`src/rtl/pixel_mixer.sv`:
```
`default_nettype none
// =============================================================================
// Module   : pixel_mixer
// Brief    : Aligns layer flags with ROM pixels, applies the colour key and layer
//            priority, expands RRRGGGBB to 12-bit RGB and delays syncs to match.
//            The collision counter is built only with PIXEL_MIXER_COLLISION_EN.
// Revision : 1.0
// =============================================================================
module pixel_mixer #(
  parameter int         SPRITE_LAT  = 1,
  parameter logic [7:0] TRANSPARENT = 8'hE3,
  parameter logic [7:0] BOX_COLOR   = 8'hFF,
  parameter logic [7:0] BG_COLOR    = 8'h00
) (
  input  logic        Pclk,
  input  logic        rst_n,
  input  logic        aactive,
  input  logic        hsync_in,
  input  logic        vsync_in,
  input  logic        characterOn,
  input  logic [7:0]  character_dataout,
  input  logic        bulletOn,
  input  logic [7:0]  bullet_dataout,
  input  logic        boxOn,
  output logic [11:0] rgb,
  output logic        hsync,
  output logic        vsync,
  output logic        hit,
  output logic [7:0]  frame_hits
);

  typedef struct packed {
    logic act;
    logic hs;
    logic vs;
    logic chr;
    logic bul;
    logic box;
  } flags_t;

  // Sync lines idle high, so their stages come out of reset at 1.
  localparam flags_t FLAGS_RST = '{act: 1'b0, hs: 1'b1, vs: 1'b1,
                                   chr: 1'b0, bul: 1'b0, box: 1'b0};

  flags_t [SPRITE_LAT-1:0] dly_d, dly_q;
  flags_t                  lat;

  logic        spr_opaque;
  logic        bul_opaque;
  logic [7:0]  pix;
  logic [11:0] rgb_d, rgb_q;
  logic        hsync_d, hsync_q;
  logic        vsync_d, vsync_q;

  function automatic logic [11:0] expand(input logic [7:0] c);
    return {c[7:5], c[7], c[4:2], c[4], c[1:0], c[1:0]};
  endfunction

  always_comb begin
    dly_d[0] = '{act: aactive, hs: hsync_in, vs: vsync_in,
                 chr: characterOn, bul: bulletOn, box: boxOn};
    for (int i = 1; i < SPRITE_LAT; i++) begin
      dly_d[i] = dly_q[i-1];
    end
  end

  assign lat = dly_q[SPRITE_LAT-1];

  // Pixel data arrives undelayed; it already lines up with the delayed flags.
  always_comb begin
    spr_opaque = lat.chr && (character_dataout != TRANSPARENT);
    bul_opaque = lat.bul && (bullet_dataout != TRANSPARENT);
    if (spr_opaque) begin
      pix = character_dataout;
    end else if (bul_opaque) begin
      pix = bullet_dataout;
    end else if (lat.box) begin
      pix = BOX_COLOR;
    end else begin
      pix = BG_COLOR;
    end
    rgb_d   = lat.act ? expand(pix) : 12'h000;
    hsync_d = lat.hs;
    vsync_d = lat.vs;
  end

  always_ff @(posedge Pclk or negedge rst_n) begin
    if (!rst_n) begin
      for (int i = 0; i < SPRITE_LAT; i++) begin
        dly_q[i] <= FLAGS_RST;
      end
      rgb_q   <= 12'h000;
      hsync_q <= 1'b1;
      vsync_q <= 1'b1;
    end else begin
      dly_q   <= dly_d;
      rgb_q   <= rgb_d;
      hsync_q <= hsync_d;
      vsync_q <= vsync_d;
    end
  end

  assign rgb   = rgb_q;
  assign hsync = hsync_q;
  assign vsync = vsync_q;

`ifdef PIXEL_MIXER_COLLISION_EN
  logic       hit_d, hit_q;
  logic       vs_fall;
  logic [7:0] hit_cnt_d, hit_cnt_q;
  logic [7:0] frame_hits_d, frame_hits_q;

  // vsync_q holds the previous delayed vsync, giving the frame edge for free.
  always_comb begin
    hit_d        = lat.act && spr_opaque && bul_opaque;
    vs_fall      = vsync_q && !lat.vs;
    hit_cnt_d    = hit_cnt_q;
    frame_hits_d = frame_hits_q;
    if (vs_fall) begin
      frame_hits_d = hit_cnt_q;
      hit_cnt_d    = {7'd0, hit_d};
    end else if (hit_d && (hit_cnt_q != 8'hFF)) begin
      hit_cnt_d = hit_cnt_q + 8'd1;
    end
  end

  always_ff @(posedge Pclk or negedge rst_n) begin
    if (!rst_n) begin
      hit_q        <= 1'b0;
      hit_cnt_q    <= 8'h00;
      frame_hits_q <= 8'h00;
    end else begin
      hit_q        <= hit_d;
      hit_cnt_q    <= hit_cnt_d;
      frame_hits_q <= frame_hits_d;
    end
  end

  assign hit        = hit_q;
  assign frame_hits = frame_hits_q;
`else
  assign hit        = 1'b0;
  assign frame_hits = 8'h00;
`endif

endmodule
`default_nettype wire

```
`config.mk`:
```
export PLATFORM = sky130hd
export DESIGN_NAME = pixel_mixer
export DESIGN_NICKNAME = d
export VERILOG_FILES = /design/src/rtl/pixel_mixer.sv
export SDC_FILE = /design/constraint.sdc
export NUM_CORES = 1
export LEC_CHECK = 0
export BUFFER_PORTS_ARGS = -buffer_cell sky130_fd_sc_hd__buf_2
export CELL_PAD_IN_SITES_DETAIL_PLACEMENT = 2
export CELL_PAD_IN_SITES_GLOBAL_PLACEMENT = 2
export CORE_ASPECT_RATIO = 1.25
export CORE_UTILIZATION = 28
export CTS_BUF_LIST = sky130_fd_sc_hd__clkbuf_4
export DETAILED_ROUTE_END_ITERATION = 6
export HOLD_SLACK_MARGIN = 0.12
export PLACE_DENSITY_LB_ADDON = 0.1
export SETUP_SLACK_MARGIN = 0.3
export SYNTH_ARGS = -nofsm -noshare
export SYNTH_HDL_FRONTEND = slang
export SYNTH_SLANG_ARGS = --single-unit
```
`constraint.sdc`:
```
create_clock -name Pclk -period 3.5 [get_ports Pclk]
set_input_delay 0.35 -clock Pclk [delete_from_list [all_inputs] [get_ports Pclk]]
set_output_delay 0.35 -clock Pclk [all_outputs]
set_load 0.05 [all_outputs]
```
==> flow_summary.json, run 1 <==
{
  "synth.avg_cell_area_um2": 11.0,
  "final-setup-viol-count": 0,
  "yosys.area_share.simple": 0.199,
  "power.total_w": 0.000428,
  "rsz0062_at_grt": "no",
  "numCtsBuffers": 3,
  "clock-sinks": 16,
  "synth-compound-area-share": 0.194,
  "cp_max_fo": 1,
  "timing.final.crit_share": 0.403,
  "reg2reg_to": "rgb[2]",
  "drv_slew": 0,
  "wire_per_inst_um": 14.0,
  "finalSetupTns_ns": 0,
  "pwr_density_cell_nw_per_um2": 403,
  "final.setup_skew_ns": 0.00169,
  "syn_area_um2": 866,
  "end_kind": "output pin",
  "dp_slack_ns": 2.10,
  "ant_nets": 0,
  "synth_top_family_by_area": "simple AND/OR/NAND/NOR gates",
  "die_height_um": 64.2,
  "core_um2": 2950,
  "synthDistinctLibCells": 27,
  "worstHoldPathType": "input pin to flip-flop",
  "crit_type": "flip-flop to output pin",
  "cts_setup_buffers": 0,
  "io_pins": 47,
  "cap_violations": 0,
  "fmax_mhz": 708,
  "worstRegToRegCells": 3,
  "arrival_ns": 1.06,
  "ctsResizeCount": 0,
  "htree_levels": 1,
  "hpwlAfterDp_mm": 1.72,
  "die_w_um": 51.7,
  "synth.mux.area_fraction": 0,
  "clkTransAtPathRegs_ns": 0.09,
  "setup_ws_ns": 2.09,
  "required_ns": 3.15,
  "leakage_nw": 0.550,
  "crit_family": "flip-flops",
  "grt_pass1_vias": 806,
  "layoutNonFillerInstCount": 151,
  "holdPathStages": 1,
  "place_congestion": 0.791,
  "drc": 0,
  "ctsHoldBuffers": 1,
  "drive_above_1_share": 0.409,
  "timing.rr.start": "dly_q[0]",
  "via_per_inst": 4.79,
  "status": "complete, no violations",
  "synthCells": 79,
  "wirelength_mm": 2.11,
  "synth-xor-area-share": 0,
  "vias": 723,
  "cp_num_buf_inv": 1,
  "yosys.area_share.adder": 0,
  "hold_viol": 0,
  "ys_warn_count": 0,
  "final_util": 0.360,
  "ys_ff_latch": 16,
  "ys_seq_area_frac": 0.468,
  "clk_latency_ns": 0.29,
  "cts_root_buf": "clkbuf_4",
  "worstHoldStart": "hsync_in",
  "path_cells": "buf_2",
  "final.min_clock_period_ns": 1.41,
  "cpPeakStageDelay_ns": 0.52,
  "area_growth_pct": 22.5,
  "max-vdd-ir-drop_mv": 0.137,
  "start_util": 0.294,
  "crit_slowest_cell": "dfstp_2",
  "port_buffers": 37,
  "grt_pass1_wl_mm": 3.71,
  "dp_cells": 146,
  "antenna_found_initial": 0,
  "grt_util_all_layers": 0.153,
  "cp-start-kind": "flip-flop",
  "grt_max_degree": 17,
  "drt_iter0_markers": 6,
  "dieArea_um2": 3320,
  "reg2reg_slack_ns": 2.16,
  "num_antenna_cells": 0,
  "grt-ovfl-total": 0,
  "cts_buffer_depth": 2,
  "fin_nets": 140,
  "cts_tree": "built",
  "whs_endpoint": "hsync_d",
  "dr.pass1.iters": 3,
  "num_rows": 22
}
==> Yosys cell counts, drive strengths merged <==
cell type  number  area share
nand3           1      0.0058
and4bb          4       0.058
nor2            1      0.0043
dfstp           4        0.12
o21ai           5       0.029
a211oi          4       0.035
a21oi           7       0.040
or3             3       0.022
and2            2       0.014
o32ai           2       0.020
nor4bb          1       0.012
a221oi          1       0.010
a211o           3       0.030
buf            13        0.11
dfrtp          12        0.35
clkbuf          1      0.0043
and4            1       0.010
and4b           1       0.012
and2b           3       0.027
a21o            1      0.0087
a311oi          2       0.020
nor2b           1      0.0072
inv             4       0.017
conb            1      0.0043
nand4b          1       0.027
==> layout make-up <==
class | instances | area, um^2
clock inverter | 1 | 3.75
sequential | 16 | 405
clock buffer | 3 | 22.5
tap | 36 | 45.0
timing repair buffer | 38 | 195
multi-input combinational | 53 | 374
inverter | 4 | 15.0
fill | 342 | 1880
==> power breakdown <==
group	total, W	switching (W)	internal, W
Combinational	0.000123	0.0000917	0.0000315
Clock	0.000100	0.0000587	0.0000416
Sequential	0.000204	0.00000642	0.000198
==> sequential cells by signal (all words and copies together) (netlist names) <==
| signal | flops |
|---|---|
| dly_q | 4 |
| rgb | 8 |
| hsync_d | 1 |
| hsync | 1 |
| vsync_d | 1 |
| vsync | 1 |
==> cell families after synthesis <==
kind of cell | count (synthesis)
buffers and inverters | 18
AO/OA/AOI/OAI | 25
other | 1
AND/OR/NAND/NOR | 19
flip-flops | 16
==> how the worst max path moves through the flow <==
stage / from / to / cells after the start
global route: dly_q[1] / rgb[6] / 3
CTS: hsync / hsync / 1
floorplan: rgb[8] / rgb[11] / 1
finish: vsync / vsync / 1
global placement: bullet_dataout[4] / rgb[6] / 4
detailed placement: bullet_dataout[4] / rgb[6] / 4
==> through the flow <==
step / hold WS (ns) / cell area, um^2
6_report: 0.146 / 1060
5_1_grt: 0.127 / 1060
4_1_cts: 0.135 / 1060
3_5_place_dp: 0.278 / 1020
3_3_place_gp: 0.278 / 1020
2_1_floorplan: 0.0544 / 896
==> layer usage <==
layer	global-route usage	wire, um	share of wire
met3	0.0167	135	0.064
met2	0.252	1010	0.48
met5	0	0	0
met4	0.118	77	0.037
met1	0.176	883	0.42
==> cells in the final DEF (no fill, tap or decap), drive strengths merged, types with 2 or more instances in the layout <==
cell / synthesis / layout
a21oi: 7 / 7
dfrtp: 12 / 12
or3: 3 / 3
a211o: 3 / 3
a311oi: 2 / 2
o32ai: 2 / 2
o21ai: 5 / 5
conb: 1 / 9
and2: 2 / 2
clkbuf: 1 / 3
inv: 4 / 4
dfstp: 4 / 4
a211oi: 4 / 4
and4bb: 4 / 4
buf: 13 / 37
and2b: 3 / 3
Power figures use the tool's default switching activity.
==> run 2: changes to the inputs <==
- CORE_UTILIZATION: 28 -> 26
- clock period: 3.5 -> 1.3 ns (I/O delays scaled with it)
==> run 2 against run 1 <==
Global-route usage up 0.38 points. Total power rose to 3.0 times the previous value. Register-to-register slack worse by 2.1 ns. Flip-flop and latch count unchanged. First-iteration DRC count up 50%.
==> flow_summary.json, run 2 (synthesized netlist as in run 1, its figures left out) <==
{
  "place_congestion": 0.813,
  "worstRegToRegCells": 3,
  "timing.final.crit_share": 0.970,
  "fin_nets": 152,
  "area_growth_pct": 56.6,
  "grt_pass1_wl_mm": 3.92,
  "leakage_nw": 0.640,
  "wirelength_mm": 2.51,
  "reg2reg_to": "rgb[3]",
  "timing.rr.start": "dly_q[0]",
  "die_w_um": 53.6,
  "layout_commonest_cell": "buf_2",
  "clock-sinks": 16,
  "via_per_inst": 4.87,
  "drive_above_1_share": 0.551,
  "dr.pass1.iters": 4,
  "crit_path_start": "dly_q[0]",
  "hpwlAfterDp_mm": 1.91,
  "die_height_um": 66.5,
  "grt_util_met3": 0.0297,
  "dieArea_um2": 3570,
  "clkTransAtPathRegs_ns": 0.10,
  "num_antenna_cells": 0,
  "dpl_cell_area_um2": 1060,
  "io_pins": 47,
  "top_usage_layer": "met2",
  "grt_util_met2": 0.280,
  "endpoint": "rgb[3]",
  "final.min_clock_period_ns": 1.26,
  "grt_max_degree": 17,
  "fmax_mhz": 793,
  "max-vdd-ir-drop_mv": 0.467,
  "cts_buffer_depth": 2,
  "cts_root_buf": "clkbuf_4",
  "final-setup-viol-count": 0,
  "num_rows": 23,
  "final_area_um2": 1360,
  "final.setup_skew_ns": 0.00258,
  "cts_tree": "built",
  "grt_pass1_vias": 837,
  "required_ns": 1.48,
  "pwr_density_cell_nw_per_um2": 940,
  "nFillCells": 335,
  "crit_type": "flip-flop to flip-flop",
  "layoutNonFillerInstCount": 164,
  "start_util": 0.271,
  "rsz0062_at_grt": "yes",
  "grt-ovfl-total": 0,
  "port_buffers": 37,
  "antenna_found_initial": 0,
  "status": "complete, no violations",
  "largest_reg_flops": 8,
  "grt_util_all_layers": 0.157,
  "core_um2": 3190,
  "vias": 799,
  "use_met1": 0.175,
  "reg2reg_slack_ns": 0.04,
  "hold_viol": 0,
  "drt_iter0_markers": 9,
  "wire_per_inst_um": 15.3,
  "seqCellArea_um2": 412,
  "layout_common_cells": "buf_2 (23), buf_6 (13), conb_1 (9), dfrtp_1 (7), dlygate4sd3_1 (7)",
  "htree_levels": 1,
  "cp_max_fo": 5,
  "drc": 0,
  "dp_cells": 150,
  "worstHoldPathType": "input pin to flip-flop",
  "clk_latency_ns": 0.29,
  "multi_input_area_um2": 458,
  "arrival_ns": 1.44,
  "drv_slew": 0,
  "ant_nets": 0,
  "numCtsBuffers": 3,
  "cap_violations": 0,
  "end_kind": "flip-flop",
  "cp-start-kind": "flip-flop"
}
==> run 2: cell types whose count changed in the layout (fill, tap and decap cells not counted), sizes merged <==
cell | previous run | this run
dlygate4sd3 | 1 | 7
buf | 37 | 43
==> run 2: routing by layer <==
layer,routed length [um],vias up
met5,0,-
met4,51,0
met3,69,5
met2,1420,26
met1,968,396
li1,-,372
==> run 2: worst min-delay path by stage <==
stage	start	endpoint	slack, ns	depth (start not counted)
detailed placement	rst_n	dly_q[1]	0.08	1
global placement	rst_n	dly_q[1]	0.06	1
global route	character_dataout[0]	rgb[2]	0.14	3
CTS	character_dataout[7]	rgb[8]	0.14	3
floorplan	rst_n	dly_q[0]	-0.17	0
finish	character_dataout[0]	rgb[2]	0.15	3
==> run 2: final cells by class <==
cell class	instances	share of cell area
well taps	37	0.0341
multi-input cells	53	0.338
inverters	4	0.0111
flip-flops and latches	16	0.304
clock buffers	3	0.0166
clock inverters	1	0.00277
repair buffers	50	0.294
==> run 2: critical path: stages (launching register included) <==
cell	delay [ns]
dfrtp_2	0.45
or3_4	0.37
o32ai_4	0.25
a21oi_2	0.08
==> run 2: repair_timing <==
item	CTS	global route
buffers inserted	1	2
pin swaps	4	3
hold buffers	7	0
endpoints found under the setup margin	22	21
hold endpoints to repair	22	0
gates resized for setup	36	10
==> run 2: report_power, final <==
group / total [W] / switching, W / leakage [nW] / internal (W)
logic: 0.000435 / 0.000272 / 0.440 / 0.000163
registers: 0.000560 / 0.0000251 / 0.185 / 0.000535
clock network: 0.000280 / 0.000168 / 0.0154 / 0.000112
total: 0.00127 / 0.000465 / 0.640 / 0.000810
==> run 2: per-stage QoR <==
step           total power, W  hold slack, ns   util  setup WS (ns)  TNS [ns]
3_3_place_gp         0.000901          0.0604  0.332       -0.00541  -0.00541
3_5_place_dp         0.000908          0.0773  0.332        -0.0165   -0.0165
4_1_cts               0.00127           0.142  0.405         0.0452         0
6_report              0.00127           0.148  0.425         0.0385         0
2_1_floorplan        0.000828          -0.166      -          0.100         0
5_1_grt               0.00135           0.143  0.425        0.00506         0
==> run 3: changes to the inputs <==
==> constraint.sdc (replaced) <==
create_clock -name Pclk -period 1.3 [get_ports Pclk]
set_input_delay 0.26 -clock Pclk [delete_from_list [all_inputs] [get_ports Pclk]]
set_output_delay 0.26 -clock Pclk [all_outputs]
set_load 0.05 [all_outputs]
==> run 3 against run 2 <==
Fmax shrank 0.42%. Critical path type unchanged. Non-clock buffer count grew 5. Worst hold slack gained 0.13 ns. Largest power group unchanged. Flip-flop and latch count is the same. Combinational power is essentially flat. Worst setup slack lost 0.0053 ns. Sequential share of layout area shrank 0.17 points. Global-route usage grew 0.19 points. Cell count grew 3.0%. Largest cell class is now buffers. Utilization grew 0.24 points. Register-to-register slack is essentially flat.
==> flow_summary.json, run 3 (synthesized netlist as in run 1, its figures left out) <==
{
  "crit_path_start": "dly_q[0]",
  "num_antenna_cells": 0,
  "end_kind": "flip-flop",
  "nFillCells": 339,
  "drv_slew": 0,
  "p_int_w": 0.000813,
  "seqPwrFrac": 0.441,
  "grt_pass1_wl_mm": 4.06,
  "clock-sinks": 16,
  "cp_num_cells": 3,
  "swShare": 0.363,
  "vias": 812,
  "finalSetupTns_ns": 0,
  "grt_util_all_layers": 0.159,
  "port_buffers": 37,
  "layoutNonFillerInstCount": 169,
  "switchingPower_w": 0.000463,
  "hold_viol": 0,
  "die_height_um": 66.5,
  "layout_common_cells": "buf_2 (23), buf_6 (12), buf_4 (11), conb_1 (9)",
  "drt_iter0_markers": 9,
  "timing.final.crit_share": 0.974,
  "io_pins": 47,
  "largest_reg_flops": 8,
  "holdPathStages": 3,
  "via_per_inst": 4.80,
  "cp_num_buf_inv": 0,
  "worstHoldStart": "character_dataout[0]",
  "grt_util_met2": 0.297,
  "final.setup_skew_ns": 0.00941,
  "wire_per_inst_um": 15.4,
  "comb_power_share": 0.341,
  "ant_nets": 0,
  "rsz0062_at_grt": "yes",
  "status": "complete, no violations",
  "grt-ovfl-total": 0,
  "clk_latency_ns": 0.28,
  "required_ns": 1.48,
  "max-vdd-ir-drop_mv": 0.554,
  "crit_family": "flip-flops",
  "cp-start-kind": "flip-flop",
  "dp_cells": 153,
  "power.total_w": 0.00128,
  "cts_root_buf": "clkbuf_4",
  "grt_util_met3": 0.0274,
  "final_util": 0.427,
  "fmax_mhz": 789,
  "grt_pass1_vias": 880,
  "top_usage_layer": "met2",
  "area_growth_pct": 57.5,
  "start_util": 0.271,
  "cpPeakStageDelay_ns": 0.46,
  "core_um2": 3190,
  "num_rows": 23,
  "wirelength_mm": 2.60,
  "reg2reg_slack_ns": 0.03,
  "place_congestion": 0.717,
  "die_w_um": 53.6,
  "leakage_nw": 0.661,
  "cp_max_fo": 6,
  "arrival_ns": 1.44,
  "htree_levels": 1,
  "drc": 0,
  "clkTransAtPathRegs_ns": 0.11,
  "timing.rr.start": "dly_q[0]",
  "cap_violations": 0,
  "final_area_um2": 1360,
  "antenna_found_initial": 0,
  "multi_input_area_um2": 432,
  "dieArea_um2": 3570,
  "layout_commonest_cell": "buf_2",
  "clkPwrFrac": 0.218,
  "worstRegToRegCells": 3,
  "final.min_clock_period_ns": 1.27,
  "seqCellArea_um2": 412,
  "worstHoldPathType": "input pin to flip-flop",
  "grt_max_degree": 17,
  "cts_tree": "built",
  "path_cells": "or3_4 -> o32ai_4 -> a21oi_1",
  "hpwlAfterDp_mm": 1.92,
  "dr.pass1.iters": 4,
  "final-setup-viol-count": 0,
  "drive_above_1_share": 0.530,
  "crit_type": "flip-flop to flip-flop",
  "cts_buffer_depth": 2,
  "pwr_density_cell_nw_per_um2": 935,
  "crit_slowest_cell": "dfrtp_2",
  "use_met1": 0.180,
  "numCtsBuffers": 3,
  "dpl_cell_area_um2": 1080,
  "fin_nets": 157
}
==> run 3: cell count changes in the layout (fill, tap and decap cells not counted) <==
| cell | previous run | this run |
|---|---|---|
| a311oi_2 | 2 | 1 |
| a21o_4 | 1 | 0 |
| a21oi_2 | 2 | 0 |
| a211oi_1 | 3 | 4 |
| buf_6 | 13 | 12 |
| a311oi_1 | 0 | 1 |
| buf_4 | 5 | 11 |
| a211oi_2 | 1 | 0 |
| a21o_1 | 0 | 1 |
| a21oi_1 | 5 | 7 |
==> run 3: worst register-to-register path, cell delays in order (launching register included) <==
cell	delay [ns]
dfrtp_2	0.46
or3_4	0.37
o32ai_4	0.24
a21oi_1	0.09
==> run 3: power groups by stage <==
stage          Sequential, W  Clock [W]  Combinational, W
6_report            0.000562   0.000278          0.000435
5_1_grt             0.000567   0.000310          0.000460
4_1_cts             0.000563   0.000288          0.000427
3_5_place_dp        0.000563          0          0.000353
3_3_place_gp        0.000560          0          0.000347
2_1_floorplan       0.000634          0          0.000198
==> run 3: metal layers <==
metal | routed length [um] | share of wire
met5 | 0 | 0
met4 | 25 | 0.0096
met3 | 97 | 0.037
met2 | 1420 | 0.55
met1 | 1050 | 0.41
==> run 3: worst paths after layout <==
| check | endpoint |
|---|---|
| setup / recovery | rgb[2] |
| hold / removal | rgb[2] |
| setup reg to reg | rgb[2] |
| hold reg to reg | vsync |
| max in group asynchronous | vsync |
| min in group asynchronous | rgb[6] |
==> run 3: through the flow <==
stage / hold slack [ns] / worst slack [ns]
detailed placement: 0.197 / -0.156
floorplan: -0.0356 / 0.100
global placement: 0.184 / -0.0863
finish: 0.278 / 0.0332
global route: 0.288 / -0.00762
CTS: 0.274 / 0.0377
==> run 3: cell type report <==
cell class	count	share of cell area
Clock buffer	3	0.0165
Clock inverter	1	0.00275
Inverter	4	0.0110
Multi-Input combinational cell	53	0.317
Sequential cell	16	0.302
Tap cell	37	0.0339
Timing Repair Buffer	55	0.317
==> run 3: what timing repair did <==
action / 4_1_cts / 5_1_grt
endpoints found under the hold margin: 18 / 0
pin swaps: 6 / 1
setup buffers: 3 / 2
endpoints found under the setup margin: 22 / 22
hold buffers: 7 / 0
gates cloned: 0 / 0
resized for setup: 37 / 2
